===== src/rtl/toggle_hs_rx.sv =====
// rtl/toggle_hs_rx.sv - receiving end of the two-phase toggle handshake
// Synchronises req_tgl, captures one word per pending toggle into a FWFT FIFO, acks by toggling ack_tgl.
module toggle_hs_rx #(
  parameter int DATA_W      = 8,
  parameter int DEPTH       = 4,
  parameter int SYNC_STAGES = 2
) (
  input  logic                     clk,
  input  logic                     rst,
  input  logic                     req_tgl,
  input  logic [DATA_W-1:0]        req_data,
  output logic                     ack_tgl,
  output logic [DATA_W-1:0]        out_data,
  output logic                     out_valid,
  input  logic                     out_ready,
  output logic [$clog2(DEPTH):0]   count,
  output logic                     proto_err
);

  localparam int PTR_W = $clog2(DEPTH);
  localparam int CNT_W = PTR_W + 1;
  localparam logic [PTR_W-1:0] PTR_ONE = PTR_W'(1);
  localparam logic [CNT_W-1:0] CNT_ONE = CNT_W'(1);
  localparam logic [CNT_W-1:0] CNT_FULL = CNT_W'(DEPTH);

  typedef enum logic [1:0] {
    ST_IDLE,
    ST_WAIT,
    ST_CAPTURE
  } state_e;

  logic [SYNC_STAGES-1:0] req_s_q, req_s_d;
  logic                   req_prev_q;
  logic                   ack_q, ack_d;
  logic [PTR_W-1:0]       wr_ptr_q, wr_ptr_d;
  logic [PTR_W-1:0]       rd_ptr_q, rd_ptr_d;
  logic [CNT_W-1:0]       count_q, count_d;
  logic                   err_q, err_d;
  logic [DATA_W-1:0]      mem_q [DEPTH];

  logic   req_sync;
  logic   pending;
  logic   full;
  logic   pop;
  logic   push;
  logic   err_now;
  state_e state;

  assign req_sync = req_s_q[SYNC_STAGES-1];
  assign pending  = (req_sync != ack_q);
  assign full     = (count_q == CNT_FULL);
  assign pop      = out_valid & out_ready;
  assign push     = (state == ST_CAPTURE);

  // A second edge on req_sync while the first is still unacked; req_sync then equals
  // ack_q again, so pending drops and the in-flight word is never pushed.
  assign err_now  = (req_sync != req_prev_q) && (req_prev_q != ack_q);

  always_comb begin
    state = ST_IDLE;
    if (pending) begin
      state = (full && !pop) ? ST_WAIT : ST_CAPTURE;
    end
  end

  always_comb begin
    req_s_d    = req_s_q;
    req_s_d[0] = req_tgl;
    for (int i = 1; i < SYNC_STAGES; i++) begin
      req_s_d[i] = req_s_q[i-1];
    end
  end

  always_comb begin
    ack_d    = ack_q;
    wr_ptr_d = wr_ptr_q;
    rd_ptr_d = rd_ptr_q;
    count_d  = count_q;
    err_d    = err_q | err_now;
    if (push) begin
      wr_ptr_d = wr_ptr_q + PTR_ONE;
      ack_d    = ~ack_q;
    end
    if (pop) begin
      rd_ptr_d = rd_ptr_q + PTR_ONE;
    end
    case ({push, pop})
      2'b10:   count_d = count_q + CNT_ONE;
      2'b01:   count_d = count_q - CNT_ONE;
      default: count_d = count_q;
    endcase
  end

  always_ff @(posedge clk) begin
    if (rst) begin
      req_s_q    <= '0;
      req_prev_q <= 1'b0;
      ack_q      <= 1'b0;
      wr_ptr_q   <= '0;
      rd_ptr_q   <= '0;
      count_q    <= '0;
      err_q      <= 1'b0;
    end else begin
      req_s_q    <= req_s_d;
      req_prev_q <= req_sync;
      ack_q      <= ack_d;
      wr_ptr_q   <= wr_ptr_d;
      rd_ptr_q   <= rd_ptr_d;
      count_q    <= count_d;
      err_q      <= err_d;
    end
  end

  always_ff @(posedge clk) begin
    if (push) begin
      mem_q[wr_ptr_q] <= req_data;
    end
  end

  assign ack_tgl   = ack_q;
  assign count     = count_q;
  assign proto_err = err_q;
  assign out_valid = (count_q != '0);
  assign out_data  = out_valid ? mem_q[rd_ptr_q] : '0;

endmodule


===== config.mk =====
export PLATFORM = sky130hd
export DESIGN_NAME = toggle_hs_rx
export DESIGN_NICKNAME = d
export VERILOG_FILES = /design/src/rtl/toggle_hs_rx.sv
export SDC_FILE = /design/constraint.sdc
export NUM_CORES = 1
export LEC_CHECK = 0
export ABC_CLOCK_PERIOD_IN_PS = 3000
export CORE_UTILIZATION = 30
export CTS_BUF_LIST = sky130_fd_sc_hd__clkbuf_8
export CTS_CLUSTER_DIAMETER = 150
export DETAILED_ROUTE_END_ITERATION = 8
export SETUP_SLACK_MARGIN = 0.2
export SLEW_MARGIN = 15
export SYNTH_ARGS = -nofsm -noshare
export SYNTH_HDL_FRONTEND = slang
export SYNTH_SLANG_ARGS = --single-unit

===== constraint.sdc =====
create_clock -name clk -period 3 [get_ports clk]
set_input_delay 0.75 -clock clk [delete_from_list [all_inputs] [get_ports clk]]
set_output_delay 0.75 -clock clk [all_outputs]
set_load 0.01 [all_outputs]

==> impl_metrics.prom, run 1 <==
# TYPE chip_impl_metric gauge
chip_impl_metric{name="internal-power",unit="mW"} 1.17
chip_impl_metric{name="pwr_density_cell",unit="nW/µm²"} 716
chip_impl_metric{name="hold_path_depth",unit=""} 1
chip_impl_info{name="root_buffer",value="clkbuf_8"} 1
chip_impl_info{name="worst_hold_path_type",value="reg -> reg"} 1
chip_impl_metric{name="syn-instance-count",unit=""} 120
chip_impl_metric{name="synth_mux_area_share",unit="%"} 11.5
chip_impl_metric{name="max_freq",unit="GHz"} 0.370
chip_impl_metric{name="post_synth_num_cell_types",unit=""} 25
chip_impl_metric{name="floorplan.die_area",unit="µm²"} 6530
chip_impl_metric{name="synth-seq-cells",unit=""} 46
chip_impl_metric{name="area_delta_synth_final",unit="%"} 23.6
chip_impl_metric{name="drt_drc_violations_left",unit=""} 0
chip_impl_metric{name="timing.max_cap.violations",unit=""} 0
chip_impl_metric{name="switching_share",unit="%"} 29.0
chip_impl_metric{name="io_pins",unit=""} 26
chip_impl_info{name="crit_path_cells",value="clkdlybuf4s50_1 -> nor4b_4 -> nor2_2 -> inv_1 -> ha_1 -> inv_1 -> fa_1 -> xor2_1 -> or3_1 -> a21oi_1"} 1
chip_impl_metric{name="reg2reg_setup_slack",unit="ps"} 780
chip_impl_metric{name="timing.critical_path.fanout_max",unit=""} 3
chip_impl_metric{name="seqPwrFrac",unit="%"} 46.2
chip_impl_metric{name="r2r_cells",unit=""} 9
chip_impl_metric{name="synthSimpleGateAreaFrac",unit="%"} 10.8
chip_impl_info{name="critical_path_class",value="in -> reg"} 1
chip_impl_metric{name="max-slew-margin-rel",unit="%"} 67.0
chip_impl_metric{name="power.combinational.fraction",unit="%"} 31.9
chip_impl_info{name="timing.rr.start",value="count[0]"} 1
chip_impl_metric{name="cts_setup_buffers",unit=""} 0
chip_impl_metric{name="final_core_utilization",unit="%"} 38.7
chip_impl_metric{name="p_leak",unit="nW"} 0.763
chip_impl_metric{name="netlist_area",unit="µm²"} 1860
chip_impl_metric{name="net_count_of_the_finished_layout",unit=""} 169
chip_impl_metric{name="n_fill_cell",unit=""} 583
chip_impl_metric{name="stdcell_area",unit="µm²"} 2300
chip_impl_metric{name="globalplace.congestion",unit=""} 0.787
chip_impl_metric{name="grt.overflow.total",unit=""} 0
chip_impl_metric{name="sequential_cell_area",unit="µm²"} 1240
chip_impl_info{name="rsz0062_at_grt",value="no"} 1
chip_impl_info{name="synth.top_cells.by_area",value="edfxtp_1 52%, dfxtp_1 15%, mux4_2 9.7%"} 1
chip_impl_metric{name="cts-buffers-inserted",unit=""} 5
chip_impl_metric{name="avgRoutedWirePerCell",unit="µm"} 14.2
chip_impl_metric{name="grt_max_degree",unit=""} 16
chip_impl_metric{name="worst_path_largest_cell_delay",unit="ps"} 490
chip_impl_metric{name="number_of_global_route_vias_before_repair",unit=""} 1093
chip_impl_metric{name="netlist.area_leader.share",unit="%"} 51.5
chip_impl_info{name="r2r_end",value="count[2]"} 1
chip_impl_metric{name="fin_crit_sh",unit="%"} 90.0
chip_impl_metric{name="final-max-slew-violation-count",unit=""} 0
chip_impl_metric{name="std_cell_rows",unit=""} 28
chip_impl_metric{name="critPathRequiredTime",unit="ps"} 3220
chip_impl_info{name="worst_setup_path_end_kind",value="flop"} 1
chip_impl_metric{name="port-buffer-count",unit=""} 25
chip_impl_metric{name="power.clock.fraction",unit="%"} 21.9
chip_impl_metric{name="synth-adder-area-share",unit="%"} 4.43
chip_impl_metric{name="synth_xor_xnor_area_share",unit="%"} 1.88
chip_impl_metric{name="final.setup.tns",unit="ps"} 0
chip_impl_metric{name="syn_area_per_cell",unit="µm²"} 15.5
chip_impl_metric{name="clockBufferDepth",unit=""} 2
chip_impl_metric{name="postRouteAntennaNets",unit=""} 0
chip_impl_metric{name="finalWirelength",unit="mm"} 3.22
chip_impl_metric{name="ys_seq_area_share",unit="%"} 66.6
chip_impl_metric{name="dp_hpwl",unit="mm"} 2.27
chip_impl_metric{name="clock_transition_at_the_register_clock_pins_on_the_worst_setup_and_hold_paths_after_cts",unit="ps"} 80
chip_impl_metric{name="worst_slew_pin_slew",unit="ps"} 493
chip_impl_metric{name="synth_compound_gate_area_share",unit="%"} 2.21
chip_impl_metric{name="die_width",unit="µm"} 80.8
chip_impl_metric{name="final_layout_size_suffix_gt1_share",unit="%"} 14.5
chip_impl_info{name="critical_path.slowest_cell",value="clkdlybuf4s50_1"} 1
chip_impl_metric{name="yosysWarningCount",unit=""} 0
chip_impl_metric{name="start_util",unit="%"} 31.3
chip_impl_info{name="worst_hold_path.endpoint",value="req_s_q[1]"} 1
chip_impl_metric{name="timing.final.setup_violations",unit=""} 0
chip_impl_metric{name="peakVddDrop",unit="V"} 0.000381
chip_impl_metric{name="cts_hold_buffers",unit=""} 0
chip_impl_metric{name="core",unit="µm²"} 5960
chip_impl_info{name="synth_top_family_by_area",value="multiplexers"} 1
chip_impl_metric{name="grt_pass1_wl",unit="mm"} 5.33
chip_impl_metric{name="finalHoldWorstSlack",unit="ps"} 461
chip_impl_info{name="cp_launch_type",value="input pin"} 1
chip_impl_metric{name="clock_sink_count",unit=""} 46
chip_impl_metric{name="vias",unit=""} 1015
chip_impl_metric{name="die_h",unit="µm"} 80.8
chip_impl_info{name="hold_path.startpoint",value="req_s_q[0]"} 1
chip_impl_info{name="status",value="complete, no violations"} 1
chip_impl_metric{name="htreeDepth",unit=""} 2
chip_impl_metric{name="placement.cell_area",unit="µm²"} 2210
chip_impl_info{name="cp_common_cell",value="inv_1"} 1
chip_impl_metric{name="worstPathArrival",unit="ps"} 2920
chip_impl_metric{name="drtIter0Drc",unit=""} 36
chip_impl_metric{name="period_minus_slack",unit="ps"} 2700
chip_impl_metric{name="power_switching",unit="mW"} 0.477
chip_impl_metric{name="firstDrtPassIters",unit=""} 4
chip_impl_metric{name="multi_input_comb_area",unit="µm²"} 576
chip_impl_metric{name="antenna_cell_count",unit=""} 0
chip_impl_metric{name="clk-insertion-delay-late",unit="ps"} 290
chip_impl_info{name="synth_top_area_cell",value="edfxtp_1"} 1
chip_impl_info{name="cts_tree",value="built"} 1
chip_impl_metric{name="grt_util_all_layers",unit="%"} 11.4
chip_impl_metric{name="vias_per_cell",unit=""} 4.47
chip_impl_metric{name="clock_skew",unit="ps"} 5.98
chip_impl_metric{name="cts_resized",unit=""} 0
chip_impl_metric{name="grt_antenna_before_repair",unit=""} 0
chip_impl_metric{name="final-hold-violation-count",unit=""} 0
chip_impl_metric{name="syn_nets",unit=""} 138
[sequential cells by signal (all words and copies together) (netlist names), named ones only]
signal      flops
ack_tgl         1
wr_ptr_q        2
req_s_q         2
count           3
proto_err       1
mem_q          32
rd_ptr_q        2
req_prev_q      1
[worst max-delay path: cells and delay by family]
family | cells | cell delay [ps]
adder cells (fa/ha/maj) | 2 | 550
buffers and inverters | 3 | 610
AO/OA/AOI/OAI | 1 | 150
XOR/XNOR | 1 | 170
AND/OR/NAND/NOR | 3 | 690
[final cells by class]
cell class | count | share of cell area, %
well taps | 75 | 4.07
clock inverters | 3 | 0.923
repair buffers | 28 | 11.8
multi-input cells | 62 | 25.0
clock buffers | 5 | 2.99
inverters | 8 | 1.30
flip-flops and latches | 46 | 53.9
[per-stage QoR]
| stage | instances | power, mW | setup slack (ps) |
|---|---|---|---|
| floorplan | 120 | 1.06 | 610 |
| global placement | 219 | 1.29 | 128 |
| detailed placement | 219 | 1.32 | -14.5 |
| CTS | 227 | 1.68 | 253 |
| global route | 227 | 1.76 | 200 |
| finish | 227 | 1.65 | 301 |
[kinds of logic (layout without fill, tap and decap cells)]
kind of cell	Yosys count	in the layout
flops	46	46
simple gates	34	34
buf+inv	12	44
mux	11	11
compound gates	7	7
fa+ha+maj	6	6
xor+xnor	4	4
[power groups by stage]
stage               Combinational [mW]  Sequential (mW)  Clock (mW)
global route                     0.592            0.767       0.399
finish                           0.527            0.762       0.360
detailed placement               0.539            0.777           0
global placement                 0.517            0.773           0
floorplan                        0.290            0.770           0
CTS                              0.543            0.762       0.372
[synth_stat cells]
cell type  count
mux2i_1        2
fa_1           1
o21ai_0        2
dfxtp_1       14
nor3_1         1
nor2_2         1
edfxtp_1      32
or3_1          2
nor2b_1       12
mux2_4         1
xor2_1         3
a221oi_1       1
clkbuf_1       2
nand2_1        1
a21oi_1        3
buf_2          2
inv_1          8
mux4_2         8
nand2b_1       2
o31ai_1        1
xnor2_1        1
ha_1           5
and2_1         4
nor4b_4        1
nor2_1        10
[placed cells by master (no fill, tap or decap), types with 2 or more instances in the layout]
cell | Yosys | final
or3_1 | 2 | 2
a21oi_1 | 3 | 3
xor2_1 | 3 | 3
clkdlybuf4s50_1 | 0 | 25
inv_1 | 8 | 8
dfxtp_1 | 14 | 14
nor2_1 | 10 | 10
buf_4 | 0 | 3
o21ai_0 | 2 | 2
ha_1 | 5 | 5
clkbuf_8 | 0 | 5
edfxtp_1 | 32 | 32
and2_1 | 4 | 4
mux2i_1 | 2 | 2
mux4_2 | 8 | 8
nor2b_1 | 12 | 12
nand2b_1 | 2 | 2
[metal layers]
metal	up-vias	global-route usage [%]	wire, µm
met2	26	19.8	1710
met1	496	13.2	1300
met5	-	0	0
met4	0	3.75	36
met3	6	3.60	169
li1	487	-	-
[worst max path at each step]
stage               from  slack [ps]  cells after the start     endpoint
2_1_floorplan  out_ready         610                      9     count[2]
4_1_cts             flop         250                      4  out_data[5]
6_report       out_ready         300                     10     count[2]
5_1_grt             flop         200                      4  out_data[0]
3_3_place_gp   out_ready         130                     10     count[2]
3_5_place_dp   out_ready         -10                     10     count[2]
(Power assumes the default switching activity.)
==> inputs of run 2 (changes only) <==
Settings changed: MAX_ROUTING_LAYER from default to met4, REMOVE_ABC_BUFFERS from default to 1.
==> run 2 against run 1 <==
  * Clock skew up 3.1 ps
  * Sequential share of layout area down 0.071 points
  * Count of clock-buffer cells in the layout unchanged
  * Combinational power down 4.6%
  * Total power about the same
  * Non-clock buffer count unchanged
==> impl_metrics.prom, run 2 (synthesis results as in run 1) <==
# TYPE chip_impl_metric gauge
chip_impl_metric{name="cts_setup_buffers",unit=""} 0
chip_impl_metric{name="clockBufferDepth",unit=""} 2
chip_impl_metric{name="drtIter0Drc",unit=""} 36
chip_impl_info{name="critical_path.slowest_cell",value="mux4_2"} 1
chip_impl_metric{name="grt_util_all_layers",unit="%"} 10.7
chip_impl_metric{name="worstPathArrival",unit="ps"} 1930
chip_impl_metric{name="clock_skew",unit="ps"} 9.06
chip_impl_metric{name="critPathRequiredTime",unit="ps"} 2250
chip_impl_metric{name="grt_antenna_before_repair",unit=""} 0
chip_impl_metric{name="core",unit="µm²"} 5960
chip_impl_metric{name="globalplace.congestion",unit=""} 0.705
chip_impl_metric{name="grt_max_degree",unit=""} 16
chip_impl_metric{name="floorplan.die_area",unit="µm²"} 6530
chip_impl_metric{name="number_of_global_route_vias_before_repair",unit=""} 960
chip_impl_metric{name="postRouteAntennaNets",unit=""} 0
chip_impl_metric{name="drt_drc_violations_left",unit=""} 0
chip_impl_metric{name="net_count_of_the_finished_layout",unit=""} 169
chip_impl_metric{name="final.setup.tns",unit="ps"} 0
chip_impl_info{name="rsz0062_at_grt",value="no"} 1
chip_impl_metric{name="finalWirelength",unit="mm"} 3.06
chip_impl_info{name="cp_launch_type",value="flop"} 1
chip_impl_info{name="worst_hold_path_type",value="reg -> reg"} 1
chip_impl_metric{name="preCtsSetupSlack",unit="ps"} -27.5
chip_impl_metric{name="die_h",unit="µm"} 80.8
chip_impl_metric{name="firstDrtPassIters",unit=""} 4
chip_impl_info{name="worst_setup_path_end_kind",value="output pin"} 1
chip_impl_metric{name="period_minus_slack",unit="ps"} 2680
chip_impl_metric{name="final_cells",unit=""} 227
chip_impl_metric{name="io_pins",unit=""} 26
chip_impl_metric{name="cts-buffers-inserted",unit=""} 5
chip_impl_metric{name="final-hold-violation-count",unit=""} 0
chip_impl_metric{name="avgRoutedWirePerCell",unit="µm"} 13.5
chip_impl_metric{name="clock_sink_count",unit=""} 46
chip_impl_info{name="layout.cells.most_common",value="edfxtp_1"} 1
chip_impl_metric{name="metal_1_wl",unit="mm"} 1.37
chip_impl_info{name="cts_tree",value="built"} 1
chip_impl_metric{name="final_layout_size_suffix_gt1_share",unit="%"} 15.1
chip_impl_metric{name="timing.final.setup_violations",unit=""} 0
chip_impl_metric{name="met3WireLength",unit="µm"} 131
chip_impl_metric{name="numPlacedInstances",unit=""} 219
chip_impl_metric{name="antenna_cell_count",unit=""} 0
chip_impl_metric{name="fin_crit_sh",unit="%"} 89.2
chip_impl_info{name="crit_path_cells",value="buf_6 -> mux4_2 -> nor2b_1 -> clkdlybuf4s50_1"} 1
chip_impl_metric{name="detailroute.wirelength.met2",unit="mm"} 1.51
chip_impl_metric{name="largest_register_ff_count",unit=""} 32
chip_impl_metric{name="max-slew-margin-rel",unit="%"} 64.6
chip_impl_metric{name="post-layout-total-power",unit="mW"} 1.65
chip_impl_metric{name="setup_ws",unit="ps"} 324
chip_impl_metric{name="area_delta_synth_final",unit="%"} 24.1
chip_impl_metric{name="die_width",unit="µm"} 80.8
chip_impl_metric{name="dp_hpwl",unit="mm"} 2.19
chip_impl_metric{name="pwr_density_cell",unit="nW/µm²"} 712
chip_impl_metric{name="vias_per_cell",unit=""} 4.42
chip_impl_info{name="status",value="complete, no violations"} 1
chip_impl_metric{name="htreeDepth",unit=""} 2
chip_impl_metric{name="max_freq",unit="GHz"} 0.374
chip_impl_metric{name="clk-insertion-delay-late",unit="ps"} 300
chip_impl_metric{name="reg2reg_setup_slack",unit="ps"} 810
chip_impl_metric{name="vias",unit=""} 1003
chip_impl_metric{name="clock_transition_at_the_register_clock_pins_on_the_worst_setup_and_hold_paths_after_cts",unit="ps"} 80
chip_impl_metric{name="timing.critical_path.fanout_max",unit=""} 5
chip_impl_metric{name="grt_pass1_wl",unit="mm"} 4.74
chip_impl_metric{name="std_cell_rows",unit=""} 28
chip_impl_info{name="critical_path_class",value="reg -> out"} 1
chip_impl_metric{name="peakVddDrop",unit="V"} 0.000263
chip_impl_metric{name="r2r_cells",unit=""} 9
chip_impl_info{name="largest-register",value="mem_q"} 1
chip_impl_metric{name="grt.overflow.total",unit=""} 0
chip_impl_info{name="endpoint",value="out_data[6]"} 1
chip_impl_metric{name="timing.max_cap.violations",unit=""} 0
chip_impl_info{name="root_buffer",value="clkbuf_8"} 1
chip_impl_metric{name="start_util",unit="%"} 31.3
chip_impl_info{name="r2r_end",value="count[2]"} 1
chip_impl_metric{name="worst_slew_pin_slew",unit="ps"} 529
chip_impl_info{name="highest_layer",value="met4"} 1
chip_impl_metric{name="p_leak",unit="nW"} 0.773
chip_impl_metric{name="port-buffer-count",unit=""} 25
chip_impl_info{name="layout_common_cells",value="32 x edfxtp_1, 24 x clkdlybuf4s50_1, 13 x dfxtp_1, 12 x nor2b_1, 10 x nor2_1"} 1
chip_impl_info{name="timing.rr.start",value="count[1]"} 1
chip_impl_metric{name="worst_path_largest_cell_delay",unit="ps"} 490
chip_impl_metric{name="final-max-slew-violation-count",unit=""} 0
## run 2: cell type report
cell class / count / area, µm²
well taps: 75 / 93.8
flip-flops and latches: 46 / 1240
multi-input cells: 62 / 576
clock buffers: 5 / 68.8
clock inverters: 3 / 21.3
fillers: 573 / 3640
repair buffers: 28 / 279
inverters: 8 / 30.0
## run 2: critical path, delay by kind of cell, from the launching register on
kind / cells / cell delay [ps]
buf+inv: 2 / 610
flops: 1 / 390
mux: 1 / 490
simple gates: 1 / 140
## run 2: metrics by stage
step	area (µm²)	hold WS, ps	utilization [%]
after floorplan	1850	414	-
after CTS	2300	462	38.7
after global placement	2210	432	37.2
after detailed placement	2210	437	37.2
final	2310	458	38.8
after global routing	2310	468	38.8
## run 2: metal layers
| layer | up-vias | global-route usage [%] |
|---|---|---|
| li1 | 487 | - |
| met1 | 486 | 12.7 |
| met2 | 25 | 16.5 |
| met3 | 5 | 3.37 |
| met4 | 0 | 5.36 |
| met5 | - | - |
## run 2: how the worst min path moves through the flow
| stage | from | end | slack, ps | depth (start not counted) |
|---|---|---|---|---|
| after floorplan | req_s_q[0] | req_s_q[1] | 410 | 1 |
| after global placement | req_s_q[0] | req_s_q[1] | 430 | 1 |
| after detailed placement | req_s_q[0] | req_s_q[1] | 440 | 1 |
| after CTS | req_s_q[0] | req_s_q[1] | 460 | 1 |
| after global routing | req_s_q[0] | req_s_q[1] | 470 | 1 |
| final | req_s_q[0] | req_s_q[1] | 460 | 1 |
## run 2: what timing repair did
| action | CTS | global route |
|---|---|---|
| gates resized for setup | 1 | 3 |
| pin swaps | 0 | 1 |
| hold buffers | 0 | 0 |
| endpoints found under the setup margin | 5 | 6 |
| gates cloned | 0 | 0 |
## run 2: report_power, final
part	switching, mW	leakage, nW	internal, mW
combinational	0.212	0.325	0.291
clock	0.207	0.0441	0.164
sequential	0.0513	0.405	0.723
total	0.470	0.773	1.18
==> inputs of run 3 (changes only) <==
Settings changed: CTS_CLUSTER_DIAMETER 150 to 120.
==> results of run 3 <==
The final DEF is identical to that of run 2; final timing and power are the same.
